$ cat config.mk
export PLATFORM = sky130hd
export DESIGN_NAME = uart_rx_controller
export DESIGN_NICKNAME = d
export VERILOG_FILES = /design/src/rtl/uart_pkg.sv /design/src/rtl/rx_input_sync.sv /design/src/rtl/uart_rx_controller.sv
export SDC_FILE = /design/constraint.sdc
export NUM_CORES = 1
export LEC_CHECK = 0
export CORE_ASPECT_RATIO = 0.7
export CORE_MARGIN = 10
export CORE_UTILIZATION = 42
export CTS_CLUSTER_SIZE = 24
export DETAILED_ROUTE_END_ITERATION = 10
export RECOVER_POWER = 100
export SETUP_SLACK_MARGIN = 0.5
export SYNTH_ARGS = -nofsm -noshare
export SYNTH_HDL_FRONTEND = slang
export SYNTH_SLANG_ARGS = --single-unit
export TNS_END_PERCENT = 100
$ cat constraint.sdc
create_clock -name clk -period 2.1 [get_ports clk]
set_clock_uncertainty 0.15 [all_clocks]
set_input_delay 0.42 -clock clk [delete_from_list [all_inputs] [get_ports clk]]
set_output_delay 0.42 -clock clk [all_outputs]
set_load 0.01 [all_outputs]
$ cat src/rtl/uart_pkg.sv
// Shared types and constants for the UART receive path.
// RX_PARITY_EN adds the PARITY state encoding.
package uart_pkg;

  localparam int unsigned DATA_BITS_DEFAULT = 8;
  localparam logic        RX_IDLE_LEVEL     = 1'b1;

  typedef enum logic [2:0] {
    ST_IDLE   = 3'd0,
    ST_START  = 3'd1,
    ST_DATA   = 3'd2,
`ifdef RX_PARITY_EN
    ST_PARITY = 3'd3,
`endif
    ST_STOP   = 3'd4
  } rx_state_e;

endpackage

$ cat src/rtl/rx_input_sync.sv
// Two-flop synchroniser for the raw Rx line plus a falling-edge detector.
module rx_input_sync
  import uart_pkg::*;
(
  input  logic clk,
  input  logic reset,
  input  logic rx_serial,
  output logic rx_sync,
  output logic fall_edge_c
);

  logic rx_meta;
  logic rx_prev;

  // Flops reset to the idle level so reset itself never looks like a start edge.
  always_ff @(posedge clk) begin
    if (reset) begin
      rx_meta <= RX_IDLE_LEVEL;
      rx_sync <= RX_IDLE_LEVEL;
      rx_prev <= RX_IDLE_LEVEL;
    end else begin
      rx_meta <= rx_serial;
      rx_sync <= rx_meta;
      rx_prev <= rx_sync;
    end
  end

  assign fall_edge_c = rx_prev & ~rx_sync;

endmodule

$ cat src/rtl/uart_rx_controller.sv
// UART receive frame sequencer with valid/ack holding register and error pulses.
// Define RX_PARITY_EN to add an even-parity bit between data and stop.
module uart_rx_controller
  import uart_pkg::*;
#(
  parameter int unsigned DATA_BITS = DATA_BITS_DEFAULT
) (
  input  logic                 clk,
  input  logic                 reset,
  input  logic                 rx_serial,
  input  logic                 sampling_strobe,
  output logic                 start_detected,
  output logic [DATA_BITS-1:0] rx_data,
  output logic                 rx_valid,
  input  logic                 rx_ack,
  output logic                 busy,
  output logic                 framing_error,
  output logic                 parity_error,
  output logic                 overrun_error
);

  localparam int unsigned CNT_W = $clog2(DATA_BITS + 1);

  rx_state_e            state, state_n;
  logic [DATA_BITS-1:0] shift, shift_n;
  logic [CNT_W-1:0]     cnt, cnt_n;
  logic                 start_n, load_n, ferr_n;
  logic                 rx_sync, fall_edge_c;
`ifdef RX_PARITY_EN
  logic                 par_bad, par_bad_n, perr_n;
`endif

  rx_input_sync u_sync (
    .clk         (clk),
    .reset       (reset),
    .rx_serial   (rx_serial),
    .rx_sync     (rx_sync),
    .fall_edge_c (fall_edge_c)
  );

  always_ff @(posedge clk) begin
    if (reset) state <= ST_IDLE;
    else       state <= state_n;
  end

  always_comb begin
    state_n = state;
    shift_n = shift;
    cnt_n   = cnt;
    start_n = 1'b0;
    load_n  = 1'b0;
    ferr_n  = 1'b0;
`ifdef RX_PARITY_EN
    par_bad_n = par_bad;
    perr_n    = 1'b0;
`endif
    unique case (state)
      ST_IDLE: begin
        if (fall_edge_c) begin
          start_n = 1'b1;
          state_n = ST_START;
        end
      end
      ST_START: begin
        if (sampling_strobe) begin
          if (!rx_sync) begin
            cnt_n   = '0;
            state_n = ST_DATA;
`ifdef RX_PARITY_EN
            par_bad_n = 1'b0;
`endif
          end else begin
            state_n = ST_IDLE;
          end
        end
      end
      ST_DATA: begin
        // Right shift with new bit at MSB: the LSB-first frame lands in order.
        if (sampling_strobe) begin
          shift_n = {rx_sync, shift[DATA_BITS-1:1]};
          cnt_n   = cnt + CNT_W'(1);
          if (cnt == CNT_W'(DATA_BITS - 1)) begin
`ifdef RX_PARITY_EN
            state_n = ST_PARITY;
`else
            state_n = ST_STOP;
`endif
          end
        end
      end
`ifdef RX_PARITY_EN
      ST_PARITY: begin
        if (sampling_strobe) begin
          par_bad_n = rx_sync ^ (^shift);
          state_n   = ST_STOP;
        end
      end
`endif
      ST_STOP: begin
        if (sampling_strobe) begin
          state_n = ST_IDLE;
          ferr_n  = ~rx_sync;
`ifdef RX_PARITY_EN
          perr_n  = par_bad;
          load_n  = rx_sync & ~par_bad;
`else
          load_n  = rx_sync;
`endif
        end
      end
      default: state_n = ST_IDLE;
    endcase
  end

  always_ff @(posedge clk) begin
    if (reset) begin
      shift          <= '0;
      cnt            <= '0;
      start_detected <= 1'b0;
      busy           <= 1'b0;
      rx_data        <= '0;
      rx_valid       <= 1'b0;
      framing_error  <= 1'b0;
      overrun_error  <= 1'b0;
    end else begin
      shift          <= shift_n;
      cnt            <= cnt_n;
      start_detected <= start_n;
      busy           <= (state_n != ST_IDLE);
      framing_error  <= ferr_n;
      overrun_error  <= load_n & rx_valid & ~rx_ack;
      // A load coincident with an ack simply replaces the acknowledged byte.
      if (load_n) begin
        rx_data  <= shift;
        rx_valid <= 1'b1;
      end else if (rx_ack) begin
        rx_valid <= 1'b0;
      end
    end
  end

`ifdef RX_PARITY_EN
  always_ff @(posedge clk) begin
    if (reset) begin
      par_bad      <= 1'b0;
      parity_error <= 1'b0;
    end else begin
      par_bad      <= par_bad_n;
      parity_error <= perr_n;
    end
  end
`else
  assign parity_error = 1'b0;
`endif

endmodule
==> parameters.txt <==
Parameter                              Value

Timing
  Setup repair after global routing missed its margin    false
  Maximum clock frequency    0.590 GHz
  Pins over their slew limit    0
  Endpoints failing hold    0
  Max_slew headroom    61.8%
  Final TNS setup    0 ns
  Smallest hold slack    0.259 ns
  Worst Max-Slew Pin Slew    0.572 ns
  Period minus WS final    1.69 ns
  Final setup vio count    0
  Crit share post-route    80.7%

Drt
  Total number of vias    1074
  Drt first pass iters    4
  Final Routed Wirelength    2830 um
  DRC viols    0
  Detail Route Antenna Nets    0
  Starting DRC count in detailed routing    95
  Wirelength per Cell    13.9 um
  Via density per instance    5.29

Critical path
  Critical path's slowest cell    sky130_fd_sc_hd__clkdlybuf4s50_1
  Setup Crit Path Kind    input pin to flop
  Critical Path End Type    flop
  Setup slack on the worst flop-to-flop path    0.59 ns
  Startpoint of the lowest-slack register-to-register path    u_sync.rx_sync
  Maximum fanout count along the critical path    31
  Endpoint arrival time on the critical path    1.70 ns
  Required @ worst endpoint    2.11 ns
  CP cell instances    clkdlybuf4s50_1 > clkbuf_2 > nor2b_1 > o21ai_0 > mux2i_1
  Type of element launching the critical path    input pin
  Largest delay share family, worst path    buffers and inverters
  Worst reg2reg endpoint    start_detected
  Delay of the slowest cell on the worst path    0.50 ns
  Logic depth of the worst setup path including buffers    5
  Crit path buf inv count    2
  R2R depth    4

Synthesis
  Part of the Yosys area used for sequential elements    46.6%
  Post-synthesis cell type with the largest combined area    sky130_fd_sc_hd__dfxtp_1
  Netlist Area Pre-Place    0.00133 mm2
  Register bit total from synthesis    31
  Leading cell types by total area after synthesis    sky130_fd_sc_hd__dfxtp_1, sky130_fd_sc_hd__mux2i_1, sky130_fd_sc_hd__a21oi_1
  Async set or reset register ratio after synthesis    0%
  Share of the synthesized area in the top cell type    46.6%
  Net Count, Synth    152
  Total number of yosys warnings    0
  Gate count after technology mapping    146
  Dominant synthesized flop cell    sky130_fd_sc_hd__dfxtp_1
  Average cell area after synthesis    9.13 um2
  EDFF count, synth    0
  Count of distinct cell types in the synthesized netlist    36

Clock network
  Clock H-tree levels    2
  Root buffer cell    sky130_fd_sc_hd__clkbuf_8
  Clock input transition at the sequential cells of the worst setup and hold paths    0.06 ns
  # hold bufs at CTS    0
  Maximum clock insertion buffer count    2
  Clock tree from TritonCTS    yes
  Clock latency at the later pin of the worst-skew pair    0.28 ns
  Setup Buffers After CTS    0
  # clock sinks    31
  Clock buffers created by TritonCTS    5

Final layout
  Ratio of cells with drive above 1 in the final layout    15.8%
  Post-route core utilization    53.6%
  Number of inserted filler cells in the final layout    303
  P&R area growth vs syn    25.0%
  Most used cells in the layout excluding fill and tap cells    sky130_fd_sc_hd__dfxtp_1, sky130_fd_sc_hd__nor2_1, sky130_fd_sc_hd__dlygate4sd2_1
  Number of nets in the layout    170
  Leading cell type in the layout, fill and taps excluded    sky130_fd_sc_hd__dfxtp_1
  Inserted Diodes    0

Floorplan
  Initial cell density of the core    42.9%
  DIE WIDTH    87.3 um
  Vertical die dimension    67.1 um
  I/O pin count    19
  Number of rows in the core area    17
  Area of the core    0.00311 mm2
  Die ar.    0.00586 mm2

Placement
  Placer congestion estimate    0.737
  IO buf count    17
  Placed wire-length estimate    1940 um

Power and ir drop
  Power share of the clock group    44.1%
  Net switching power of the design    0.000244 W
  Overall power of the completed layout    0.00116 W
  Total power divided by cell area    695 mW/mm2
  Relative contribution of sequential cells to total power    51.3%
  Design internal power    0.000913 W
  LEAKAGE    0.619 nW
  Worst IR drop on VDD    321 uV
  Switching part of the total power    21.1%
  Part of the total power dissipated in combinational logic    4.6%

Hold path
  Worst hold path depth    1
  Hold WC Path Type    flop to flop
  WHS Endpoint    u_sync.rx_sync
  Startpoint of the tightest hold check path    u_sync.rx_meta

GRT
  Via count of the first global-routing pass    1000
  Maximum number of pins on one net before global-route repair    32
  Antenna violations before repair    0
  Global-route wire length before repair    4660 um
  Remaining global-route overflow    0
  Total routing usage reported by global routing    9.92%

Outcome
  Status    completed

Flow run
  Number of maximum-capacitance violations    0
final cells by class:
cell class | instances | area, um2 | share of cell area (%)
sequential | 31 | 626 | 37.6
tap | 38 | 47.5 | 2.85
clock buffer | 8 | 100 | 6.01
inverter | 3 | 11.3 | 0.676
multi-input combinational | 99 | 671 | 40.3
timing repair buffer | 24 | 210 | 12.6
per-stage QoR:
stage	setup WS [ns]	instance area [um2]	instances
2_1_floorplan	0.571	1330	146
3_3_place_gp	0.101	1550	195
3_5_place_dp	0.105	1550	195
4_1_cts	0.510	1630	203
5_1_grt	0.310	1670	203
6_report	0.406	1670	203
what timing repair did:
action                                 in CTS  in global routing
pin swaps                                   0                  0
endpoints found under the hold margin       0                  0
resized for setup                          15                 11
setup endpoints to repair                  35                 23
how the worst max path moves through the flow:
stage                     slack (ns)  endpoint            start
final                           0.41    cnt[2]            reset
after CTS                       0.51    cnt[3]         state[1]
after floorplan                 0.57    cnt[0]  sampling_strobe
after detailed placement        0.10  shift[6]  sampling_strobe
after global placement          0.10  shift[6]  sampling_strobe
after global routing            0.31    cnt[2]            reset
synthesized netlist by cell type (2+ instances only):
| library cell | count |
|---|---|
| sky130_fd_sc_hd__dfxtp_1 | 31 |
| sky130_fd_sc_hd__mux2i_1 | 11 |
| sky130_fd_sc_hd__nor4b_1 | 3 |
| sky130_fd_sc_hd__nand2b_1 | 5 |
| sky130_fd_sc_hd__nor4bb_1 | 2 |
| sky130_fd_sc_hd__nor3b_1 | 4 |
| sky130_fd_sc_hd__o21ai_0 | 12 |
| sky130_fd_sc_hd__nand3_1 | 9 |
| sky130_fd_sc_hd__or2_2 | 2 |
| sky130_fd_sc_hd__clkbuf_1 | 4 |
| sky130_fd_sc_hd__nor3_1 | 2 |
| sky130_fd_sc_hd__a211oi_2 | 2 |
| sky130_fd_sc_hd__a21oi_1 | 12 |
| sky130_fd_sc_hd__buf_1 | 2 |
| sky130_fd_sc_hd__inv_1 | 3 |
| sky130_fd_sc_hd__nor2_1 | 14 |
| sky130_fd_sc_hd__nor2b_1 | 3 |
| sky130_fd_sc_hd__nand2_1 | 2 |
| sky130_fd_sc_hd__buf_2 | 6 |
power groups by stage:
stage               logic (W)  registers, W  clock network [W]
floorplan           0.0000320      0.000609                  0
global placement    0.0000529      0.000608                  0
detailed placement  0.0000535      0.000607                  0
CTS                 0.0000522      0.000594           0.000521
global route        0.0000591      0.000594           0.000549
finish              0.0000534      0.000593           0.000510
metal layers:
metal / up-vias / wire length, um / global-route usage (%)
met5: - / 0 / 0
met4: 0 / 6 / 2.38
met3: 2 / 215 / 3.90
met2: 29 / 1130 / 14.0
met1: 497 / 1480 / 13.7
li1: 546 / - / -
sequential cells by signal (all words and copies together) (netlist names):
signal,count
rx_valid,1
framing_error,1
u_sync.rx_meta,1
busy,1
rx_data,8
shift,8
u_sync.rx_sync,1
overrun_error,1
start_detected,1
state,3
u_sync.rx_prev,1
cnt,4
cells by family after synthesis:
group | count (synthesis) | share of synthesized area (%)
compound gates | 32 | 14.8
fa+ha+maj | 1 | 0.939
buf+inv | 16 | 5.35
flops | 31 | 46.6
mux | 11 | 8.26
other cells | 1 | 0.281
simple gates | 54 | 23.8
(Power assumes the default switching activity.)
